## src/rtl/wb_qspi_arb.sv

```systemverilog
// wb_qspi_arb: round-robin arbiter and region decoder that places an
// instruction-fetch port and a data port in front of one QSPI ROM/RAM
// adapter. Unmapped accesses and ROM writes complete locally, so the
// adapter never receives a write to ROM.
module wb_qspi_arb #(
  parameter logic [7:0]  ROM_REGION = 8'h00,
  parameter logic [7:0]  RAM_REGION = 8'h01,
  parameter logic [31:0] IBUS_DFLT  = 32'h0000_0013
) (
  input  logic        clk_i,
  input  logic        rst_in,
  input  logic        ibus_stb_i,
  input  logic [31:0] ibus_adr_i,
  output logic        ibus_ack_o,
  output logic [31:0] ibus_dat_o,
  input  logic        dbus_stb_i,
  input  logic        dbus_we_i,
  input  logic [3:0]  dbus_be_i,
  input  logic [31:0] dbus_adr_i,
  input  logic [31:0] dbus_dat_i,
  output logic        dbus_ack_o,
  output logic        dbus_err_o,
  output logic [31:0] dbus_dat_o,
  output logic        mem_sel_rom_ram_o,
  output logic        mem_stb_o,
  output logic        mem_we_o,
  output logic [3:0]  mem_be_o,
  output logic [21:0] mem_adr_o,
  output logic [31:0] mem_dat_o,
  input  logic        mem_ack_i,
  input  logic [31:0] mem_dat_i
);

  typedef enum logic [1:0] {IDLE, MEM, RESP} state_t;

  state_t      state_q, state_d;
  logic        gnt_r, last_r;
  logic        sel_r, we_r, err_r;
  logic [3:0]  be_r;
  logic [21:0] adr_r;
  logic [31:0] wdat_r, rdat_r;

  logic        ib_win, db_win, grant;
  logic [31:0] win_adr;
  logic        win_we, hit_rom, hit_ram, hit;
  logic [1:0]  unused_adr_bits;

  // Arbitration and decode of the would-be winner; a tie goes to the
  // port that was not granted last.
  always_comb begin
    ib_win  = ibus_stb_i & (~dbus_stb_i | last_r);
    db_win  = dbus_stb_i & (~ibus_stb_i | ~last_r);
    grant   = ib_win | db_win;
    win_adr = db_win ? dbus_adr_i : ibus_adr_i;
    win_we  = db_win & dbus_we_i;
    hit_rom = (win_adr[31:24] == ROM_REGION) & ~win_we;
    hit_ram = (win_adr[31:24] == RAM_REGION);
    hit     = hit_rom | hit_ram;
  end

  // Byte offset is irrelevant to a word-addressed adapter.
  assign unused_adr_bits = win_adr[1:0];

  // State register.
  always_ff @(posedge clk_i or negedge rst_in) begin
    if (!rst_in) state_q <= IDLE;
    else         state_q <= state_d;
  end

  // Next state: mapped grants go to the adapter, everything else responds locally.
  always_comb begin
    state_d = state_q;
    case (state_q)
      IDLE:    if (grant) state_d = hit ? MEM : RESP;
      MEM:     if (mem_ack_i) state_d = RESP;
      RESP:    state_d = IDLE;
      default: state_d = IDLE;
    endcase
  end

  // Latch the granted request on grant; capture adapter data on its ack.
  always_ff @(posedge clk_i or negedge rst_in) begin
    if (!rst_in) begin
      gnt_r  <= 1'b0;
      last_r <= 1'b1;
      sel_r  <= 1'b0;
      we_r   <= 1'b0;
      be_r   <= 4'h0;
      adr_r  <= 22'h0;
      wdat_r <= 32'h0;
      rdat_r <= 32'h0;
      err_r  <= 1'b0;
    end else if (state_q == IDLE && grant) begin
      gnt_r  <= db_win;
      last_r <= db_win;
      sel_r  <= hit_ram;
      we_r   <= win_we;
      be_r   <= db_win ? dbus_be_i : 4'hF;
      adr_r  <= win_adr[23:2];
      wdat_r <= db_win ? dbus_dat_i : 32'h0;
      // Local-completion result; overwritten by the adapter for mapped accesses.
      rdat_r <= db_win ? 32'h0 : IBUS_DFLT;
      err_r  <= db_win & ~hit;
    end else if (state_q == MEM && mem_ack_i) begin
      rdat_r <= mem_dat_i;
      err_r  <= 1'b0;
    end
  end

  assign mem_stb_o         = (state_q == MEM);
  assign mem_sel_rom_ram_o = sel_r;
  assign mem_we_o          = we_r;
  assign mem_be_o          = be_r;
  assign mem_adr_o         = adr_r;
  assign mem_dat_o         = wdat_r;

  assign ibus_ack_o = (state_q == RESP) & ~gnt_r;
  assign dbus_ack_o = (state_q == RESP) &  gnt_r;
  assign dbus_err_o = dbus_ack_o & err_r;
  assign ibus_dat_o = rdat_r;
  assign dbus_dat_o = rdat_r;

endmodule

```

## config.mk

```make
export PLATFORM = sky130hd
export DESIGN_NAME = wb_qspi_arb
export DESIGN_NICKNAME = d
export VERILOG_FILES = /design/src/rtl/wb_qspi_arb.sv
export SDC_FILE = /design/constraint.sdc
export NUM_CORES = 1
export LEC_CHECK = 0
export CORE_MARGIN = 2
export CORE_UTILIZATION = 36
export DETAILED_ROUTE_END_ITERATION = 10
export PLACE_DENSITY = 0.91
export SETUP_SLACK_MARGIN = 0.2
export SYNTH_ARGS = -nofsm -noshare
export SYNTH_HDL_FRONTEND = slang
export SYNTH_SLANG_ARGS = --single-unit
```

## constraint.sdc

```tcl
create_clock -name clk_i -period 2.1 [get_ports clk_i]
set_input_delay 0.315 -clock clk_i [delete_from_list [all_inputs] [get_ports clk_i]]
set_output_delay 0.315 -clock clk_i [all_outputs]
set_load 0.005 [all_outputs]
```

== Word-level counts from Yosys, hierarchy flattened ==
Cells that the tools add are included.

* Register bits: 97
* Input port bits: 138
* Output and inout port bits: 128
* Word-level logic and storage cells: 51

* Eq/ne operators: 5
* Muxes and demuxes: 12
* Bitwise logic cells: 18
* Reduce and logical (&&, ||, !) cells: 6

{| class="wikitable"
|+ Operator list
! operator !! number
|-
| $mux 32 || 4
|-
| $and 1x1->1 || 8
|-
| $eq 8x1->1 const B || 1
|-
| $logic_not 8->1 || 1
|-
| $mux 2 || 3
|-
| $not 1->1 || 6
|-
| $mux 5 || 1
|-
| $mux 4 || 1
|-
| $or 1x1->1 || 4
|-
| $pmux 2 s2 || 1
|-
| $eq 2x1->1 const B || 1
|-
| $eq 2x2->1 const B || 1
|-
| $logic_and 1x1->1 || 2
|-
| $logic_not 2->1 || 1
|-
| $mux 1 || 2
|-
| $ne 2x1->1 const B || 1
|-
| $ne 2x2->1 const B || 1
|-
| $reduce_and 2->1 || 1
|-
| $reduce_bool 2->1 || 1
|}

== Depth between registers and ports, before layout ==
* Word-level depth: 10
* Depth in mapped cells: 6
* Depth with buffers taken out: 4

== Least setup slack after synthesis ==
OpenSTA, ideal clock, no wires.

* Path kind: reg2reg
* Start point: reg state_q[1]
* End point: reg err_r
* Arrival time: 1.434 ns
* Data required time: 1.979 ns
* Slack: 0.545 ns
* Stages on the path, launching flop included: 5
* Cells stage by stage: dfrtp_1 > nor3_1 > nor2_2 > buf_2 > a22o_1

* Word-level cells in the longest chain between the ends: 3

{| class="wikitable"
|+ Ends and longest elaborated chain
! element !! RTL line !! text
|-
| from (decl) || 36 || <nowiki>state_t state_q, state_d;</nowiki>
|-
| from (signal assigned) || 67 || <nowiki>else state_q <= state_d;</nowiki>
|-
| $eq 2x1->1 or $logic_not 2->1 (tied branches) || 104, 93 ||
|-
| $logic_and 1x1->1, on equally long branches || 104, 93 ||
|-
| $reduce_bool 2->1 (no source line) or $mux 1 (tied branches) || n/a ||
|-
| to (signal assigned) || 103 || <nowiki>err_r <= db_win & ~hit;</nowiki>
|-
| to (decl) || 38 || <nowiki>logic sel_r, we_r, err_r;</nowiki>
|}

Parallel ways exist; a longest one is shown, timed or not.
A chain may end at the register's enable or synchronous reset.

== Worst setup path after layout ==
* Start point: reg state_q[1]
* End point: out mem_stb_o

* Word-level cells in the longest chain between the ends: 1

{| class="wikitable"
|+ Ends and longest elaborated chain
! element !! RTL line !! text
|-
| $eq 2x1->1 || 110 || <nowiki>assign mem_stb_o = (state_q == MEM);</nowiki>
|-
| to (decl) || 25 || <nowiki>output logic mem_stb_o,</nowiki>
|}

Every way passes these cells.

==> impl_metrics.ini <==
[outcome]
status = completed

[synth]
yosys.area.top_type = dfrtp_1
postSynth.asyncResetShare = 1.000
synthTopCellsByCount = dfrtp_1 (96), a22o_1 (63), nand2_1 (50), buf_4 (32), a22oi_1 (22)
synth-edff-count = 0
netlist-cell-type-count = 30
ys_seq_area_frac = 0.6191
synth_nets = 458
synth_most_common_cell = dfrtp_1
synth.avg_cell_area_sq_um = 12.26
ys_seq_elements = 97
ys_warn_count = 0
syn_inst = 320
synth_top_area_share = 0.6124
syn-cell-area_sq_mm = 0.003923
synth_area_leaders = dfrtp_1 (61%), a22o_1 (14%), buf_4 (6.1%)
synthFlopType = dfrtp_1

[pwr]
ir_drop_uv = 477.3
pwr-share-seq = 0.455
swShare = 0.2644
p_clk_frac = 0.266
p_per_area_mw_per_mm2 = 746.9
comb_power_share = 0.280
p_int_mw = 3.723
total_power_mw = 5.061
p_switching_mw = 1.338
p_leak_nw = 2.931

[timing]
holdWs_ns = 0.4689
tns_ns = 0
setup_violations = 0
hold_viol_final = 0
worstMarginPinSlew_ns = 0.7405
slew_viol_final = 0
period_share = 0.8741
relSlewSlack = 0.5051
rsz0062_at_grt = no
post-route-min-period_ns = 1.836
fmax_mhz = 544.8
clock_skew_ns = 0.01477

[placement]
portBuffers = 261
placed_area_sq_mm = 0.006536
gp_congestion = 0.7774
dpl.hpwl_mm = 9.643
dp.cells = 680

[worst_setup_path]
max_stage_delay_ns = 0.56
worstRegToRegCells = 4
crit_slowest_cell = clkdlybuf4s50_1
critPathTopFamily = buffers and inverters
reg2reg_from = state_q[1]$_DFFE_PN0P_
cp_data_required_time_ns = 1.78
critical_path.startpoint = state_q[1]$_DFFE_PN0P_
critPathCaptureType = output pin
crit_buf_inv = 1
r2r-end = dbus_dat_o[1]$_DFFE_PN0P_
worstSetupPathType = reg2out
crit_fanout = 4
crit_arrival_ns = 1.52
path_cells = nor2b_2, clkdlybuf4s50_1
rrSetupSlack_ns = 0.40
worstSetupStartpointType = flip-flop

[clocking]
cts-htree-levels = 3
cts_buffers = 9
clk_latency_ns = 0.36
cts.sinks = 97
cts_buffer_depth = 2
clkSlewWorstSetupHoldPaths_ns = 0.10
cts_tree = done
clockRootBuffer = clkbuf_8

[die]
die-width_um = 108.4
core_sq_mm = 0.01075
initial_core_util = 0.3650
dieArea_sq_mm = 0.01175
ioPinCount = 266
rows = 38
dieHeight_um = 108.4

[global_routing]
grt_pass1_wl_mm = 18.71
overflow = 0
grt_pass1_vias = 3617
grt_max_degree = 58
track_usage = 0.2083
antenna_found_initial = 0

[finish]
layout-drive-gt1-share = 0.06810
multi_input_comb_area_sq_mm = 0.001185
synthToLayoutAreaGrowth_pct = 72.76
fill_cells = 855
antenna_cells = 0
final_nets = 691
final_cell_area_sq_mm = 0.006777
layout.cells.non_filler = 698
register_area_sq_mm = 0.002430

[routing]
routed-wl-met2_mm = 6.208
drt_iter0_drc = 187
antenna_left = 0
wirelength_mm = 12.62
viasPerCell = 5.110
dr.pass1.iters = 4
post_drt_wl_per_cell_um = 18.07
top_layer = met4
drc_errors = 0
wl_met1_mm = 4.787
wl_met3_mm = 1.276
vias = 3567

[min_path]
hold_class = in2async

[job]
cap_viol_max_count = 0
metrics by stage:
stage            util  setup WS, ns
6_report       0.6306        0.2644
5_1_grt        0.6306        0.2067
4_1_cts        0.6305        0.2274
3_5_place_dp   0.6083       -0.4968
3_3_place_gp   0.6083       -0.2919
2_1_floorplan       -        0.5452
power by group through the flow:
stage	clock network [mW]	registers, mW	logic (mW)
2_1_floorplan	0	2.33	0.422
3_3_place_gp	0	2.32	1.38
3_5_place_dp	0	2.34	1.42
4_1_cts	1.37	2.30	1.43
5_1_grt	1.45	2.33	1.51
6_report	1.34	2.30	1.42
cell type report:
class / count / area share
Clock inverter: 5 / 0.01274
Multi-Input combinational cell: 169 / 0.1749
Sequential cell: 97 / 0.3586
Timing Repair Buffer: 275 / 0.4080
Tap cell: 140 / 0.02585
Clock buffer: 11 / 0.01939
Inverter: 1 / 0.0005539
layout by cell type, fill, tap and decap left out, drive strengths merged, types with 4 or more instances in the layout:
master,Yosys,layout
dfrtp,96,96
nor2,4,4
o22a,5,5
a22o,63,63
a22oi,22,22
clkbuf,7,11
buf,46,14
clkdlybuf4s50,0,257
nand2,50,50
worst register-to-register path, cell delays in order, from the launching register on:
cell	delay (ns)
dfrtp_2	0.45
buf_4	0.17
nor3_1	0.38
nor2_4	0.24
a221o_1	0.35
cell families (layout without fill, tap and decap cells):
group / Yosys count / count (layout) / synth area share
buffers and inverters: 54 / 292 / 0.08676
AND/OR/NAND/NOR: 68 / 68 / 0.07783
flip-flops: 97 / 97 / 0.6191
multiplexers: 1 / 1 / 0.002871
AO/OA/AOI/OAI: 100 / 100 / 0.2134
worst max path at each step:
stage,end,cells past startpoint
2_1_floorplan,err_r$_DFFE_PN0P_,4
3_3_place_gp,dbus_dat_o[0]$_DFFE_PN0P_,5
3_5_place_dp,dbus_dat_o[4]$_DFFE_PN0P_,5
4_1_cts,dbus_err_o,4
5_1_grt,dbus_err_o,4
6_report,mem_stb_o,2
sequential cells by signal, summed over array words and instances (netlist names):
| signal | cells |
|---|---|
| mem_dat_o | 32 |
| gnt_r | 1 |
| mem_sel_rom_ram_o | 1 |
| mem_be_o | 4 |
| mem_adr_o | 22 |
| mem_we_o | 1 |
| err_r | 1 |
| last_r | 1 |
| state_q | 2 |
| dbus_dat_o | 32 |
layer usage:
metal  global-route usage  vias to the layer above
li1                     -                     1607
met1               0.2324                     1739
met2               0.3576                      195
met3              0.07776                       26
met4              0.08791                        0
met5                    0                        -
timing repair:
action | in CTS | in global routing
hold buffers | 1 | 0
endpoints found under the setup margin | 37 | 1
gates resized for setup | 6 | 1
buffers inserted | 1 | 0
pin swaps | 0 | 0
endpoints found under the hold margin | 40 | 0
No activity file was read; power rests on OpenSTA's default activity.
